### config.mk
export PLATFORM = sky130hd
export DESIGN_NAME = rep3_serial_tx_flat
export DESIGN_NICKNAME = d
export VERILOG_FILES = /design/src/rtl/rep3_pkg.sv /design/src/rtl/rep3_serial_tx_if.sv /design/src/rtl/rep3_chip_timer.sv /design/src/rtl/rep3_serial_tx.sv /design/src/flat_wrapper.sv
export SDC_FILE = /design/constraint.sdc
export NUM_CORES = 1
export LEC_CHECK = 0
export ABC_AREA = 1
export CORE_MARGIN = 3
export CORE_UTILIZATION = 40
export CTS_CLUSTER_SIZE = 30
export DETAILED_ROUTE_END_ITERATION = 16
export PLACE_DENSITY = 0.71
export SETUP_SLACK_MARGIN = 0.15
export SYNTH_ARGS = -nofsm -noshare
export SYNTH_HDL_FRONTEND = slang
export SYNTH_HIERARCHICAL = 1
export SYNTH_SLANG_ARGS = --single-unit
### constraint.sdc
create_clock -name clk -period 3.63 [get_ports clk]
set_input_delay 0.5445 -clock clk [delete_from_list [all_inputs] [get_ports clk]]
set_output_delay 0.5445 -clock clk [all_outputs]
set_load 0.02 [all_outputs]
### src/rtl/rep3_pkg.sv
// Shared types and helpers for the triple-repetition line code (transmitter, receiver, benches).
package rep3_pkg;

    localparam int unsigned REP = 3;

    typedef enum logic [2:0] {
        StIdle,
        StStart,
        StData,
        StParity,
        StStop
    } rep3_tx_state_t;

    function automatic int unsigned rep3_frame_cycles(input int unsigned data_w,
                                                      input int unsigned clk_per_chip,
                                                      input bit          parity);
        return REP * clk_per_chip * (data_w + 2 + (parity ? 1 : 0));
    endfunction

endpackage

### src/rtl/rep3_serial_tx_if.sv
// Parallel word handshake into the rep3 serial transmitter.
interface rep3_serial_tx_if #(
    parameter int unsigned DATA_W = 8
);
    logic [DATA_W-1:0] tx_data;
    logic              tx_valid;
    logic              tx_ready;

    modport master (output tx_data, output tx_valid, input tx_ready);
    modport slave  (input tx_data, input tx_valid, output tx_ready);
endinterface

### src/rtl/rep3_chip_timer.sv
// Cycle/chip counters for one repeated symbol; strobes at the end of each chip and symbol.
module rep3_chip_timer
    import rep3_pkg::*;
#(
    parameter int unsigned CLK_PER_CHIP = 4
) (
    input  logic clk,
    input  logic reset,
    input  logic clear,
    output logic chip_end,
    output logic sym_end
);

    localparam int unsigned CycW = (CLK_PER_CHIP > 1) ? $clog2(CLK_PER_CHIP) : 1;

    logic [CycW-1:0] cyc_q, cyc_d;
    logic [1:0]      chip_q, chip_d;

    assign chip_end = (cyc_q == CycW'(CLK_PER_CHIP - 1));
    assign sym_end  = chip_end && (chip_q == 2'(REP - 1));

    always_comb begin
        cyc_d  = cyc_q;
        chip_d = chip_q;
        if (clear) begin
            cyc_d  = '0;
            chip_d = '0;
        end else if (chip_end) begin
            cyc_d  = '0;
            chip_d = sym_end ? 2'd0 : chip_q + 2'd1;
        end else begin
            cyc_d = cyc_q + CycW'(1);
        end
    end

    always_ff @(posedge clk or negedge reset) begin
        if (!reset) begin
            cyc_q  <= '0;
            chip_q <= '0;
        end else begin
            cyc_q  <= cyc_d;
            chip_q <= chip_d;
        end
    end

endmodule

### src/rtl/rep3_serial_tx.sv
// Triple-repetition serial transmitter: start, data LSB first, optional even parity, stop.
// Parity symbol is compiled in when REP3_TX_PARITY_EN is defined.
module rep3_serial_tx
    import rep3_pkg::*;
#(
    parameter int unsigned DATA_W       = 8,
    parameter int unsigned CLK_PER_CHIP = 4
) (
    input  logic             clk,
    input  logic             reset,
    rep3_serial_tx_if.slave  tx,
    output logic             tx_line,
    output logic             busy,
    output logic             frame_done
);

    localparam int unsigned IdxW = (DATA_W > 1) ? $clog2(DATA_W) : 1;

    rep3_tx_state_t    state_q, state_d;
    logic [DATA_W-1:0] shift_q, shift_d;
    logic [IdxW-1:0]   idx_q, idx_d;
    logic              line_q, line_d;
    logic              chip_end, sym_end;
    logic              timer_clear;
`ifdef REP3_TX_PARITY_EN
    logic              parity_q, parity_d;
`endif

    // Idle holds the timer at zero so every symbol starts from a clean count.
    assign timer_clear = (state_q == StIdle) || (state_d != state_q);

    rep3_chip_timer #(
        .CLK_PER_CHIP (CLK_PER_CHIP)
    ) u_timer (
        .clk      (clk),
        .reset    (reset),
        .clear    (timer_clear),
        .chip_end (chip_end),
        .sym_end  (sym_end)
    );

    always_comb begin
        state_d = state_q;
        shift_d = shift_q;
        idx_d   = idx_q;
`ifdef REP3_TX_PARITY_EN
        parity_d = parity_q;
`endif
        case (state_q)
            StIdle: begin
                if (tx.tx_valid) begin
                    state_d = StStart;
                    shift_d = tx.tx_data;
`ifdef REP3_TX_PARITY_EN
                    parity_d = ^tx.tx_data;
`endif
                end
            end
            StStart: begin
                if (sym_end) state_d = StData;
            end
            StData: begin
                if (sym_end) begin
                    if (idx_q == IdxW'(DATA_W - 1)) begin
`ifdef REP3_TX_PARITY_EN
                        state_d = StParity;
`else
                        state_d = StStop;
`endif
                    end else begin
                        idx_d   = idx_q + IdxW'(1);
                        shift_d = shift_q >> 1;
                    end
                end
            end
`ifdef REP3_TX_PARITY_EN
            StParity: begin
                if (sym_end) state_d = StStop;
            end
`endif
            StStop: begin
                if (sym_end) state_d = StIdle;
            end
            default: state_d = StIdle;
        endcase
        if (state_d != state_q) idx_d = '0;
    end

    // Line is registered from next state so it moves with the state on chip boundaries.
    always_comb begin
        line_d = 1'b1;
        case (state_d)
            StStart:  line_d = 1'b0;
            StData:   line_d = shift_d[0];
`ifdef REP3_TX_PARITY_EN
            StParity: line_d = parity_q;
`endif
            default:  line_d = 1'b1;
        endcase
    end

    always_ff @(posedge clk or negedge reset) begin
        if (!reset) begin
            state_q <= StIdle;
            shift_q <= '0;
            idx_q   <= '0;
            line_q  <= 1'b1;
`ifdef REP3_TX_PARITY_EN
            parity_q <= 1'b0;
`endif
        end else begin
            state_q <= state_d;
            shift_q <= shift_d;
            idx_q   <= idx_d;
            line_q  <= line_d;
`ifdef REP3_TX_PARITY_EN
            parity_q <= parity_d;
`endif
        end
    end

    assign tx_line     = line_q;
    assign busy        = (state_q != StIdle);
    assign tx.tx_ready = (state_q == StIdle);
    assign frame_done  = (state_q == StStop) && sym_end;

endmodule

### src/flat_wrapper.sv
// flat-port wrapper written by rule: the top's interface ports become plain ports
module rep3_serial_tx_flat import rep3_pkg::*;
#(
    parameter int unsigned DATA_W       = 8,
    parameter int unsigned CLK_PER_CHIP = 4
)
  (clk, reset, tx_line, busy, frame_done, tx_tx_data, tx_tx_valid, tx_tx_ready);
  rep3_serial_tx_if #(.DATA_W(DATA_W)) tx_i ();
  input  logic clk;
  input  logic reset;
  output logic tx_line;
  output logic busy;
  output logic frame_done;
  input wire logic [$bits(tx_i.tx_data)-1:0] tx_tx_data;
  input wire logic [$bits(tx_i.tx_valid)-1:0] tx_tx_valid;
  output wire logic [$bits(tx_i.tx_ready)-1:0] tx_tx_ready;
  assign tx_i.tx_data = tx_tx_data;
  assign tx_i.tx_valid = tx_tx_valid;
  assign tx_tx_ready = tx_i.tx_ready;
  rep3_serial_tx #(.DATA_W(DATA_W), .CLK_PER_CHIP(CLK_PER_CHIP)) u_core (.clk(clk), .reset(reset), .tx(tx_i), .tx_line(tx_line), .busy(busy), .frame_done(frame_done));
endmodule
==> impl_metrics.py <==
metrics = {
    "run_status": {
        "status": "finished clean",
    },
    "place": {
        "dp_hpwl_um": 1390,
        "placed_cell_area_um2": 1150,
        "portBuffers": 14,
        "dp.cells": 154,
        "place_congestion": 0.770,
    },
    "critical_path": {
        "r2r_slack_ns": 1.78,
        "r2r-start": "u_core/u_timer/cyc_q[0]",
        "reg2reg_to": "u_core/idx_q[2]",
        "max_stage_delay_ns": 0.60,
        "worstPathArrival_ns": 2.10,
        "crit_path_start_kind": "flop",
        "reg2reg_depth": 11,
        "crit_type": "reg2out",
        "endpoint_kind": "output port",
        "crit_chain": "ha_1, inv_2, nor3b_2, inv_1, nor2_1, clkdlybuf4s50_1",
        "worstPathRequired_ns": 3.09,
        "critPathMaxFanout": 5,
        "critPathSlowestCell": "clkdlybuf4s50_1",
    },
    "min_path": {
        "worstHoldStart": "u_core/u_timer/cyc_q[0]",
        "hold_end": "u_core/u_timer/cyc_q[0]",
        "hold_depth": 1,
        "hp-class": "reg2reg",
    },
    "cells_and_area": {
        "final_layout_size_suffix_gt1_share_pct": 14.6,
        "area_delta_synth_final_pct": 20.7,
        "multi_input_area_um2": 445,
        "ff_latch_area_um2": 477,
        "fin_area_um2": 1170,
        "antennaDiodeCount": 0,
        "fin_nets": 145,
        "fillers": 223,
        "stdcell_count": 158,
    },
    "detailed_routing": {
        "drc": 0,
        "ant_nets": 0,
        "dr.pass1.iters": 4,
        "via_per_inst": 4.96,
        "first_iter_violations": 16,
        "wirelength_um": 1780,
        "routedWlPerCell_um": 11.3,
        "vias": 783,
    },
    "synthesis": {
        "syn_nets": 126,
        "synth_mux_area_share_pct": 0,
        "synth_fa_ha_area_share_pct": 3.86,
        "synthDominantCellAreaShare_pct": 46.3,
        "synth_compound_area_share_pct": 8.49,
        "ys_async_sr_fraction_pct": 100,
        "yosys.area_share.simple_pct": 32.6,
        "yosysTopAreaCell": "dfrtp_1",
        "yosys_warnings": 6,
        "synth-seq-area-share_pct": 49.0,
        "synth_top_family_by_area": "simple AND/OR/NAND/NOR gates",
        "synth.most_common_cell": "nand2_1",
        "syn_area_um2": 972,
        "synth_edf_count": 0,
        "ys.flop_type": "dfrtp_1",
        "synth_top_cells_by_area": "dfrtp_1 46%, nand2_1 14%, a22oi_1 4.6%, ha_1 3.9%, inv_1 3.9%",
        "ys_ff_latch": 19,
        "synthXorXnorAreaFrac_pct": 0.901,
        "synth_commonest_cells": "36 x nand2_1, 18 x dfrtp_1, 10 x inv_1, 10 x nor2_1",
        "synth_area_per_cell_um2": 8.68,
        "yosysUniqueCellTypes": 25,
        "synth_cells": 112,
    },
    "global_routing": {
        "use_met3_pct": 2.10,
        "grt_pass1_wl_um": 3060,
        "grt_pass1_vias": 757,
        "grt.overflow.total": 0,
        "met1_usage_pct": 15.1,
        "grt_util_met2_pct": 21.5,
        "top_usage_layer": "met2",
        "antenna_found_initial": 0,
        "grt_start_max_net_pins": 20,
        "grt_use_total_pct": 12.4,
    },
    "timing": {
        "fin_crit_sh_pct": 72.9,
        "setup_viol": 0,
        "fmax_ghz": 0.378,
        "hold_viol": 0,
        "skew_ns": 0.0112,
        "slew_viol_final": 0,
        "final.min_clock_period_ns": 2.64,
        "worst_pin_slew_ns": 0.853,
        "tns_ns": 0,
        "max_slew_margin_pct": 42.9,
        "rsz0062_at_grt": "no",
    },
    "power": {
        "vdd_drop_max_uv": 202,
        "power.leakage_nw": 0.605,
        "powerDensity_nw_per_um2": 293,
        "total_power_mw": 0.344,
    },
    "clock_tree": {
        "clk_pin_slew_ns": 0.11,
        "htree_levels": 1,
        "ctsHoldBuffers": 0,
        "cts_tree": "built",
        "clockRootBuffer": "clkbuf_4",
        "cts_sinks": 19,
        "cts_buffers": 3,
        "clock_latency_ns": 0.30,
        "cts_resized": 0,
        "clock_path_buffers": 2,
        "postCtsSetupRepairBufs": 0,
    },
    "job": {
        "cap_violations": 0,
    },
    "die": {
        "row_count": 17,
        "core_um2": 2250,
        "floorplan.initialDensity_pct": 43.1,
        "die_h_um": 55.3,
        "die_w_um": 55.3,
        "die_area_um2": 3060,
        "boundaryPins": 15,
    },
}
critical path, delay by kind of cell, from the launching register on:
kind	cells	cell delay, ns
AND/OR/NAND/NOR	2	0.37
adder cells (fa/ha/maj)	1	0.22
buffers and inverters	3	0.82
flip-flops	1	0.37
state kept, by name, indices dropped and copies added, names as in the netlist:
register / count
u_core/idx_q: 3
u_core/shift_q: 8
u_core/state_q: 3
u_core/tx_line: 1
u_core/u_timer/chip_q: 2
u_core/u_timer/cyc_q: 2
power by group:
part | leakage [nW] | total, mW | switching [mW] | internal [mW]
logic | 0.353 | 0.0209 | 0.00900 | 0.0119
clock network | 0.0150 | 0.106 | 0.0631 | 0.0428
registers | 0.237 | 0.217 | 0.00149 | 0.215
total | 0.605 | 0.344 | 0.0736 | 0.270
metrics by stage:
step	util (%)	hold WS [ns]	setup WS, ns
floorplan	-	0.249	1.82
global placement	50.9	0.424	1.37
detailed placement	50.9	0.453	1.31
CTS	52.1	0.469	0.958
global route	52.1	0.491	0.873
finish	52.1	0.460	0.986
logic make-up after synthesis:
kind of cell / count (synthesis)
simple gates: 65
flops: 19
xor+xnor: 1
buf+inv: 13
fa+ha+maj: 3
compound gates: 11
layout make-up:
class | count | area share [%]
inverters | 13 | 4.26
multi-input cells | 80 | 38.0
repair buffers | 14 | 11.9
flip-flops and latches | 19 | 40.6
clock buffers | 4 | 2.24
well taps | 28 | 2.99
routing by layer:
layer	part of all wire (%)	vias to the layer above
met3	4.8	2
met4	0.62	0
li1	-	397
met5	0	-
met2	50	20
met1	45	364
worst max path at each step:
stage	start	end	slack (ns)	depth (start not counted)
4_1_cts	u_core/u_timer/cyc_q[0]	frame_done	0.96	6
2_1_floorplan	u_core/u_timer/cyc_q[0]	frame_done	1.82	5
6_report	u_core/u_timer/cyc_q[0]	frame_done	0.99	6
3_3_place_gp	u_core/u_timer/cyc_q[0]	frame_done	1.37	6
5_1_grt	u_core/u_timer/cyc_q[0]	frame_done	0.87	6
3_5_place_dp	u_core/u_timer/cyc_q[0]	frame_done	1.31	6
cells in the final DEF, fill, tap and decap left out, drive strengths merged, types with 2 or more instances in the layout:
master	instances
clkdlybuf4s50	14
inv	12
dfrtp	18
nand2	39
nor2	14
nand4	2
o21ai	2
ha	3
nand3	7
clkbuf	4
a22oi	6
(Power assumes the default switching activity.)
